File: config.mk
export PLATFORM = sky130hd
export DESIGN_NAME = wb_arb_2m1s
export DESIGN_NICKNAME = d
export VERILOG_FILES = /design/src/rtl/wb_arb_2m1s.sv
export SDC_FILE = /design/constraint.sdc
export NUM_CORES = 1
export LEC_CHECK = 0
export ABC_AREA = 0
export BUFFER_PORTS_ARGS = -buffer_cell sky130_fd_sc_hd__clkbuf_2
export CELL_PAD_IN_SITES_DETAIL_PLACEMENT = 1
export CELL_PAD_IN_SITES_GLOBAL_PLACEMENT = 1
export CORE_AREA = 2 2 130 132
export CTS_CLUSTER_SIZE = 8
export DETAILED_ROUTE_END_ITERATION = 10
export DIE_AREA = 0 0 132 134
export PLACE_DENSITY_LB_ADDON = 0.1
export SKIP_CTS_REPAIR_TIMING = 1
export SLEW_MARGIN = 20
export SYNTH_ARGS = -nofsm -noshare
export SYNTH_HDL_FRONTEND = slang
export SYNTH_SLANG_ARGS = --single-unit
File: constraint.sdc
create_clock -name CLK -period 2.5 [get_ports CLK]
set_input_delay 0.375 -clock CLK [delete_from_list [all_inputs] [get_ports CLK]]
set_output_delay 0.375 -clock CLK [all_outputs]
set_load 0.01 [all_outputs]
File: src/rtl/wb_arb_2m1s.sv
// Two-master, one-slave arbiter for pipelined Wishbone B4 (STALL) with outstanding-transfer tracking.
// Ownership only changes through IDLE, so WB_S_CYC_OUT is low for at least one cycle between owners.
module wb_arb_2m1s #(
    parameter int MAX_OUTSTANDING = 4,
    parameter int FIXED_PRIORITY  = 0
) (
    input  logic        CLK,
    input  logic        RST_ASYNC,

    input  logic [31:0] WB_M0_ADR_IN,
    input  logic        WB_M0_CYC_IN,
    input  logic        WB_M0_STB_IN,
    input  logic        WB_M0_WE_IN,
    input  logic [3:0]  WB_M0_SEL_IN,
    input  logic [2:0]  WB_M0_CTI_IN,
    input  logic [1:0]  WB_M0_BTE_IN,
    input  logic [31:0] WB_M0_DAT_WR_IN,
    output logic        WB_M0_STALL_OUT,
    output logic        WB_M0_ACK_OUT,
    output logic        WB_M0_ERR_OUT,
    output logic [31:0] WB_M0_DAT_RD_OUT,

    input  logic [31:0] WB_M1_ADR_IN,
    input  logic        WB_M1_CYC_IN,
    input  logic        WB_M1_STB_IN,
    input  logic        WB_M1_WE_IN,
    input  logic [3:0]  WB_M1_SEL_IN,
    input  logic [2:0]  WB_M1_CTI_IN,
    input  logic [1:0]  WB_M1_BTE_IN,
    input  logic [31:0] WB_M1_DAT_WR_IN,
    output logic        WB_M1_STALL_OUT,
    output logic        WB_M1_ACK_OUT,
    output logic        WB_M1_ERR_OUT,
    output logic [31:0] WB_M1_DAT_RD_OUT,

    output logic [31:0] WB_S_ADR_OUT,
    output logic        WB_S_CYC_OUT,
    output logic        WB_S_STB_OUT,
    output logic        WB_S_WE_OUT,
    output logic [3:0]  WB_S_SEL_OUT,
    output logic [2:0]  WB_S_CTI_OUT,
    output logic [1:0]  WB_S_BTE_OUT,
    output logic [31:0] WB_S_DAT_WR_OUT,
    input  logic        WB_S_STALL_IN,
    input  logic        WB_S_ACK_IN,
    input  logic        WB_S_ERR_IN,
    input  logic [31:0] WB_S_DAT_RD_IN,

    output logic [1:0]  GNT_OUT
);

    localparam int             CW      = $clog2(MAX_OUTSTANDING + 1);
    localparam logic [CW-1:0]  MAX_OUT = CW'(MAX_OUTSTANDING);
    localparam logic [CW-1:0]  ONE     = CW'(1);

    // Encoding doubles as the one-hot grant vector {M1,M0}.
    typedef enum logic [1:0] {
        ST_IDLE   = 2'b00,
        ST_GNT_M0 = 2'b01,
        ST_GNT_M1 = 2'b10
    } state_t;

    state_t          state_q, state_d;
    logic            rr_last_m1_q, rr_last_m1_d;
    logic [CW-1:0]   outst_q, outst_d;

    logic            gnt_m0, gnt_m1;
    logic            accept, resp_ok;

    always_ff @(posedge CLK or posedge RST_ASYNC) begin
        if (RST_ASYNC) begin
            state_q      <= ST_IDLE;
            rr_last_m1_q <= 1'b1;
            outst_q      <= '0;
        end else begin
            state_q      <= state_d;
            rr_last_m1_q <= rr_last_m1_d;
            outst_q      <= outst_d;
        end
    end

    always_comb begin
        state_d      = state_q;
        rr_last_m1_d = rr_last_m1_q;
        case (state_q)
            ST_IDLE: begin
                if (WB_M0_CYC_IN && WB_M1_CYC_IN)
                    state_d = ((FIXED_PRIORITY != 0) || rr_last_m1_q) ? ST_GNT_M0 : ST_GNT_M1;
                else if (WB_M0_CYC_IN)
                    state_d = ST_GNT_M0;
                else if (WB_M1_CYC_IN)
                    state_d = ST_GNT_M1;
            end
            ST_GNT_M0: begin
                if (!WB_M0_CYC_IN) begin
                    state_d      = ST_IDLE;
                    rr_last_m1_d = 1'b0;
                end
            end
            ST_GNT_M1: begin
                if (!WB_M1_CYC_IN) begin
                    state_d      = ST_IDLE;
                    rr_last_m1_d = 1'b1;
                end
            end
            default: state_d = ST_IDLE;
        endcase
    end

    // Dropping CYC (release or abort) clears the count, so late responses are discarded.
    always_comb begin
        outst_d = outst_q;
        if (!WB_S_CYC_OUT) begin
            outst_d = '0;
        end else if (accept && !resp_ok) begin
            outst_d = outst_q + ONE;
        end else if (!accept && resp_ok) begin
            outst_d = outst_q - ONE;
        end
    end

    assign gnt_m0  = (state_q == ST_GNT_M0);
    assign gnt_m1  = (state_q == ST_GNT_M1);
    assign accept  = WB_S_STB_OUT && !WB_S_STALL_IN;
    assign resp_ok = (WB_S_ACK_IN || WB_S_ERR_IN) && (outst_q != '0);

    always_comb begin
        WB_S_ADR_OUT    = '0;
        WB_S_CYC_OUT    = 1'b0;
        WB_S_STB_OUT    = 1'b0;
        WB_S_WE_OUT     = 1'b0;
        WB_S_SEL_OUT    = '0;
        WB_S_CTI_OUT    = '0;
        WB_S_BTE_OUT    = '0;
        WB_S_DAT_WR_OUT = '0;
        WB_M0_STALL_OUT = 1'b1;
        WB_M0_ACK_OUT   = 1'b0;
        WB_M0_ERR_OUT   = 1'b0;
        WB_M1_STALL_OUT = 1'b1;
        WB_M1_ACK_OUT   = 1'b0;
        WB_M1_ERR_OUT   = 1'b0;
        if (gnt_m0) begin
            WB_S_ADR_OUT    = WB_M0_ADR_IN;
            WB_S_CYC_OUT    = WB_M0_CYC_IN;
            WB_S_STB_OUT    = WB_M0_STB_IN && WB_M0_CYC_IN && (outst_q < MAX_OUT);
            WB_S_WE_OUT     = WB_M0_WE_IN;
            WB_S_SEL_OUT    = WB_M0_SEL_IN;
            WB_S_CTI_OUT    = WB_M0_CTI_IN;
            WB_S_BTE_OUT    = WB_M0_BTE_IN;
            WB_S_DAT_WR_OUT = WB_M0_DAT_WR_IN;
            WB_M0_STALL_OUT = WB_S_STALL_IN || (outst_q == MAX_OUT);
            WB_M0_ACK_OUT   = WB_S_ACK_IN && (outst_q != '0);
            WB_M0_ERR_OUT   = WB_S_ERR_IN && (outst_q != '0);
        end else if (gnt_m1) begin
            WB_S_ADR_OUT    = WB_M1_ADR_IN;
            WB_S_CYC_OUT    = WB_M1_CYC_IN;
            WB_S_STB_OUT    = WB_M1_STB_IN && WB_M1_CYC_IN && (outst_q < MAX_OUT);
            WB_S_WE_OUT     = WB_M1_WE_IN;
            WB_S_SEL_OUT    = WB_M1_SEL_IN;
            WB_S_CTI_OUT    = WB_M1_CTI_IN;
            WB_S_BTE_OUT    = WB_M1_BTE_IN;
            WB_S_DAT_WR_OUT = WB_M1_DAT_WR_IN;
            WB_M1_STALL_OUT = WB_S_STALL_IN || (outst_q == MAX_OUT);
            WB_M1_ACK_OUT   = WB_S_ACK_IN && (outst_q != '0);
            WB_M1_ERR_OUT   = WB_S_ERR_IN && (outst_q != '0);
        end
    end

    assign WB_M0_DAT_RD_OUT = WB_S_DAT_RD_IN;
    assign WB_M1_DAT_RD_OUT = WB_S_DAT_RD_IN;
    assign GNT_OUT          = state_q;

endmodule

# After elaboration in Yosys (flattened, before gate mapping)
# Index checks and enable logic that the tools add are counted.
[totals]
ff_bits = 6
input_bits = 189
out_inout_bits = 148
elab_cells = 72
[classes]
add_sub_neg = 2
n_lt_le_gt_ge = 1
eq_ne = 7
n_mux = 38
reduce_logical = 21
[ops]
columns = ["cell", "n"]
rows = [
  ["$mux W32", 4],
  ["$mux W1", 17],
  ["$mux W2", 8],
  ["$mux W3", 5],
  ["$logic_and A1 B1 Y1", 11],
  ["$mux W4", 2],
  ["$pmux W2 S3", 1],
  ["$reduce_and A3 Y1", 2],
  ["$ne A2 B2 Y1 const B", 2],
  ["$ne A4 B4 Y1 const B", 1],
  ["$add A3 B1 Y3 const B", 1],
  ["$eq A3 B3 Y1 const B", 1],
  ["$logic_not A1 Y1", 3],
  ["$lt A3 B3 Y1 const B", 1],
  ["$ne A3 B1 Y1 const B", 1],
  ["$reduce_bool A3 Y1", 1],
  ["$sub A3 B1 Y3 const B", 1],
  ["$eq A2 B1 Y1 const B", 1],
  ["$eq A2 B2 Y1 const B", 1],
  ["$logic_not A2 Y1", 1],
  ["$logic_or A1 B1 Y1", 2],
  ["$pmux W1 S2", 1],
  ["$reduce_bool A2 Y1", 1],
]

# Depth between registers and ports, before layout
[logic_depth]
word_depth = 10
mapped_depth = 7
depth_no_buf = 7

# Least setup slack after synthesis
# Ideal clock, no wire load.
[synth_timing]
path_kind = "reg-to-reg"
start = "register outst_q[0]"
end = "register outst_q[2]"
setup_ps = 82
t_arrival_ps = 1790
t_required_ps = 2418
setup_slack_ps = 628
path_stages_with_launch = 8
path_buffers = 0
synth_period_minus_slack_ps = 1872
path_cell_list = "dfrtp_1 or3_1 o21ai_2 nor2b_1 fa_1 o211ai_1 or3_1 a31oi_1"
[synth_between]
elab_chain_cells = 8
elab_cells_between_ends = 18
cone_classes = "2 x add/sub; 1 x order compare; 1 x eq/ne; 5 x mux; 9 x reduce/logical"
[synth_lines]
columns = ["element", "line", "rtl"]
rows = [
  ["start, declared", "65", "logic [CW-1:0] outst_q, outst_d;"],
  ["start signal, assigned", "78", "outst_q <= outst_d;"],
  ["$lt A3 B3 Y1", "145, 157", ""],
  ["$logic_and A1 B1 Y1", "157", "WB_S_STB_OUT = WB_M1_STB_IN && WB_M1_CYC_IN && (outst_q < MAX_OUT);"],
  ["$mux W1", "154", "end else if (gnt_m1) begin"],
  ["$mux W1", "142", "if (gnt_m0) begin"],
  ["$logic_and A1 B1 Y1", "124", "assign accept = WB_S_STB_OUT && !WB_S_STALL_IN;"],
  ["$logic_not A1 Y1 / $logic_and A1 B1 Y1 (equally long branches)", "117, 115", ""],
  ["$logic_and A1 B1 Y1 / $mux W3 (equally long branches)", "117, 115", ""],
  ["$ne A3 B1 Y1 (no line) / $mux W3 (equally long branches)", "--", ""],
]
# Several ways; a longest one is shown, not always the timed one. The select of a mux whose other input is x is not followed.
# A chain may end at the register's enable or synchronous reset.

# Worst setup path after layout
[layout_timing]
start = "register state_q[1] (netlist: GNT_OUT[1])"
end = "output port WB_S_DAT_WR_OUT[20]"
[layout_between]
elab_chain_cells = 3
elab_cells_between_ends = 4
cone_classes = "2 x eq/ne; 2 x mux"
[layout_lines]
columns = ["element", "line", "rtl"]
rows = [
  ["start, declared", "63", "state_t state_q, state_d;"],
  ["start signal, assigned", "76", "state_q <= state_d;"],
  ["$eq A2 B2 Y1", "123", "assign gnt_m1 = (state_q == ST_GNT_M1);"],
  ["$mux W32", "154", ""],
  ["$mux W32 *", "142", ""],
  ["end, declared", "43", "output logic [31:0] WB_S_DAT_WR_OUT,"],
]
# Every way passes the cells marked *; elsewhere a longest branch is shown, timed or not.

==> results.tsv <==
metric	value	unit
p_leak	1.58	nW
async_flop_share	100	%
area_growth	62.2	%
hold_viol_final	0	
die_w	132	um
synth_cell_types	28	
hold_path.class	primary input to asynchronous set/reset pin	
cp.arrival	1.73	ns
cts_sinks	6	
viasPerCell	3.76	
internal_power	0.691	mW
overflow	0	
synth_flop_cell	dfrtp_1	
postRouteWirelength	9180	um
ant_nets	0	
p_sw_share	40.9	%
start_util	10.2	%
clkLatencyLatePin	0.23	ns
synth_area_leader_cell	a22o_1	
tightest_slew	0.503	ns
ys_ff_latch	6	
portBuffers	240	
multiInputGateArea	930	um^2
n_fill_cell	2046	
status	finished clean	
synth_edf_count	0	
pwr-share-comb	66.3	%
h-tree-depth	1	
critPathLaunchType	register	
setup_viol	0	
grt_pass1_wl	13500	um
power_frac_seq	11.0	%
synth_commonest_cells	a22o_1, buf_4, clkbuf_1	
rsz0062_at_grt	no	
first_global_vias	2343	
die_h	134	um
place_inst	590	
seqCellArea	151	um^2
reg2reg_from	outst_q[2]	
io-pin-count	337	
cts_tree	built	
min_period	2.11	ns
drtPass1Iterations	4	
reg2reg_depth	7	
post-route-period-util	84.3	%
synth_nets	398	
power.density	435	mW/mm^2
fin_nets	565	
drt_iter0_drc	48	
cp_data_required_time	2.12	ns
yosysWarnings	0	
path_clk_slew	0.04	ns
ir_drop	137	uV
root_buffer	clkbuf_16	
slew_headroom	66.2	%
syn_inst	208	
fp-row-count	47	
cts_buffers	3	
critPathKind	register to output pin	
clock_power_share	22.6	%
die_area	0.0177	mm^2
ys_seq_area_share	9.15	%
core-area	0.0163	mm^2
p_switching	0.478	mW
cap_violations	0	
grt_usage	9.54	%
synth_most_common_cell	a22o_1	
remaining_drc_errors	0	
grt_max_degree	42	
vias	2235	
antenna_found_initial	0	
wl_per_cell	15.5	um
rr_endpoint	outst_q[2]	
place_congestion	0.697	
dpl.hpwl	7870	um
finalNonFillerCells	594	
drive_gt1_share	67.4	%
fin_setup_tns	0	ns
path_max_fanout	38	
r2r_slack	0.43	ns
slew_violations	0	
end_kind	output pin	
synth.avg_cell_area	7.96	um^2
synth_area	0.00166	mm^2
synthTopCellsByArea	a22o_1, buf_4, dfrtp_1	
antennaDiodeCount	0	
clockBufferDepth	2	
worst_slack	0.392	ns
yosysTopAreaCellShare	39.2	%
post-place-ws	0.422	ns
fmax	474	MHz
fin_skew	0.00289	ns
[worst max path at each step]
stage | from | end | slack, ns | cells after the start
after global placement | outst_q[2] | outst_q[2] | 0.48 | 7
final | GNT_OUT[1] | WB_S_DAT_WR_OUT[20] | 0.39 | 4
after detailed placement | outst_q[2] | outst_q[2] | 0.42 | 7
after floorplan | outst_q[0] | outst_q[2] | 0.63 | 7
after global routing | GNT_OUT[1] | WB_S_DAT_WR_OUT[20] | 0.25 | 4
after CTS | GNT_OUT[0] | WB_S_DAT_WR_OUT[2] | 0.32 | 4
[through the flow]
step	hold slack (ns)	utilization, %	power (mW)	area (um^2)
finish	0.0391	16.5	1.17	2690
global route	0.0690	16.5	1.27	2690
CTS	0.0535	16.5	1.20	2690
detailed placement	0.298	16.0	0.930	2610
global placement	0.304	16.0	0.928	2610
floorplan	0.165	-	0.642	1660
[kinds of logic after synthesis]
kind of cell,after synthesis,synth area share [%]
flip-flops,6,9.15
adder cells (fa/ha/maj),1,1.21
AND/OR/NAND/NOR,24,8.69
multiplexers,2,1.21
XOR/XNOR,1,0.529
AO/OA/AOI/OAI,87,44.4
buffers and inverters,87,34.8
[flip-flops by register name (all words and copies together), names as in the netlist]
register,flops
outst_q,3
GNT_OUT,2
rr_last_m1_q,1
[layout make-up]
class / count / share of cell area (%)
repair buffers: 244 / 45.9
well taps: 220 / 10.3
multi-input cells: 115 / 34.6
inverters: 5 / 0.699
clock buffers: 4 / 2.94
flip-flops and latches: 6 / 5.64
[layout by cell type, fill, tap and decap left out, types with 3 or more instances in the layout]
| cell | instances |
|---|---|
| clkbuf_2 | 240 |
| a22o_1 | 74 |
| nand2_1 | 7 |
| dfrtp_1 | 5 |
| inv_1 | 5 |
| and3_1 | 4 |
| buf_4 | 4 |
| clkbuf_16 | 3 |
[layer usage]
layer | part of all wire, % | up-vias | wire length, um | GRT usage, %
met3 | 9.5 | 31 | 869 | 2.68
met5 | 0 | - | 0 | 0
met1 | 37 | 1010 | 3380 | 10.5
met4 | 2.3 | 0 | 207 | 2.78
met2 | 51 | 145 | 4730 | 17.8
li1 | - | 1049 | - | -
[critical path, stage by stage, from the launching register on]
cell	delay [ns]
dfrtp_1	0.46
and2b_2	0.26
buf_4	0.37
a22o_1	0.23
clkbuf_2	0.15
[power groups by stage]
stage	sequential (mW)	clock (mW)	combinational (mW)
after floorplan	0.127	0	0.515
after global placement	0.130	0	0.799
after detailed placement	0.130	0	0.800
after CTS	0.130	0.270	0.802
after global routing	0.132	0.281	0.852
final	0.129	0.264	0.775
(Power assumes the default switching activity.)
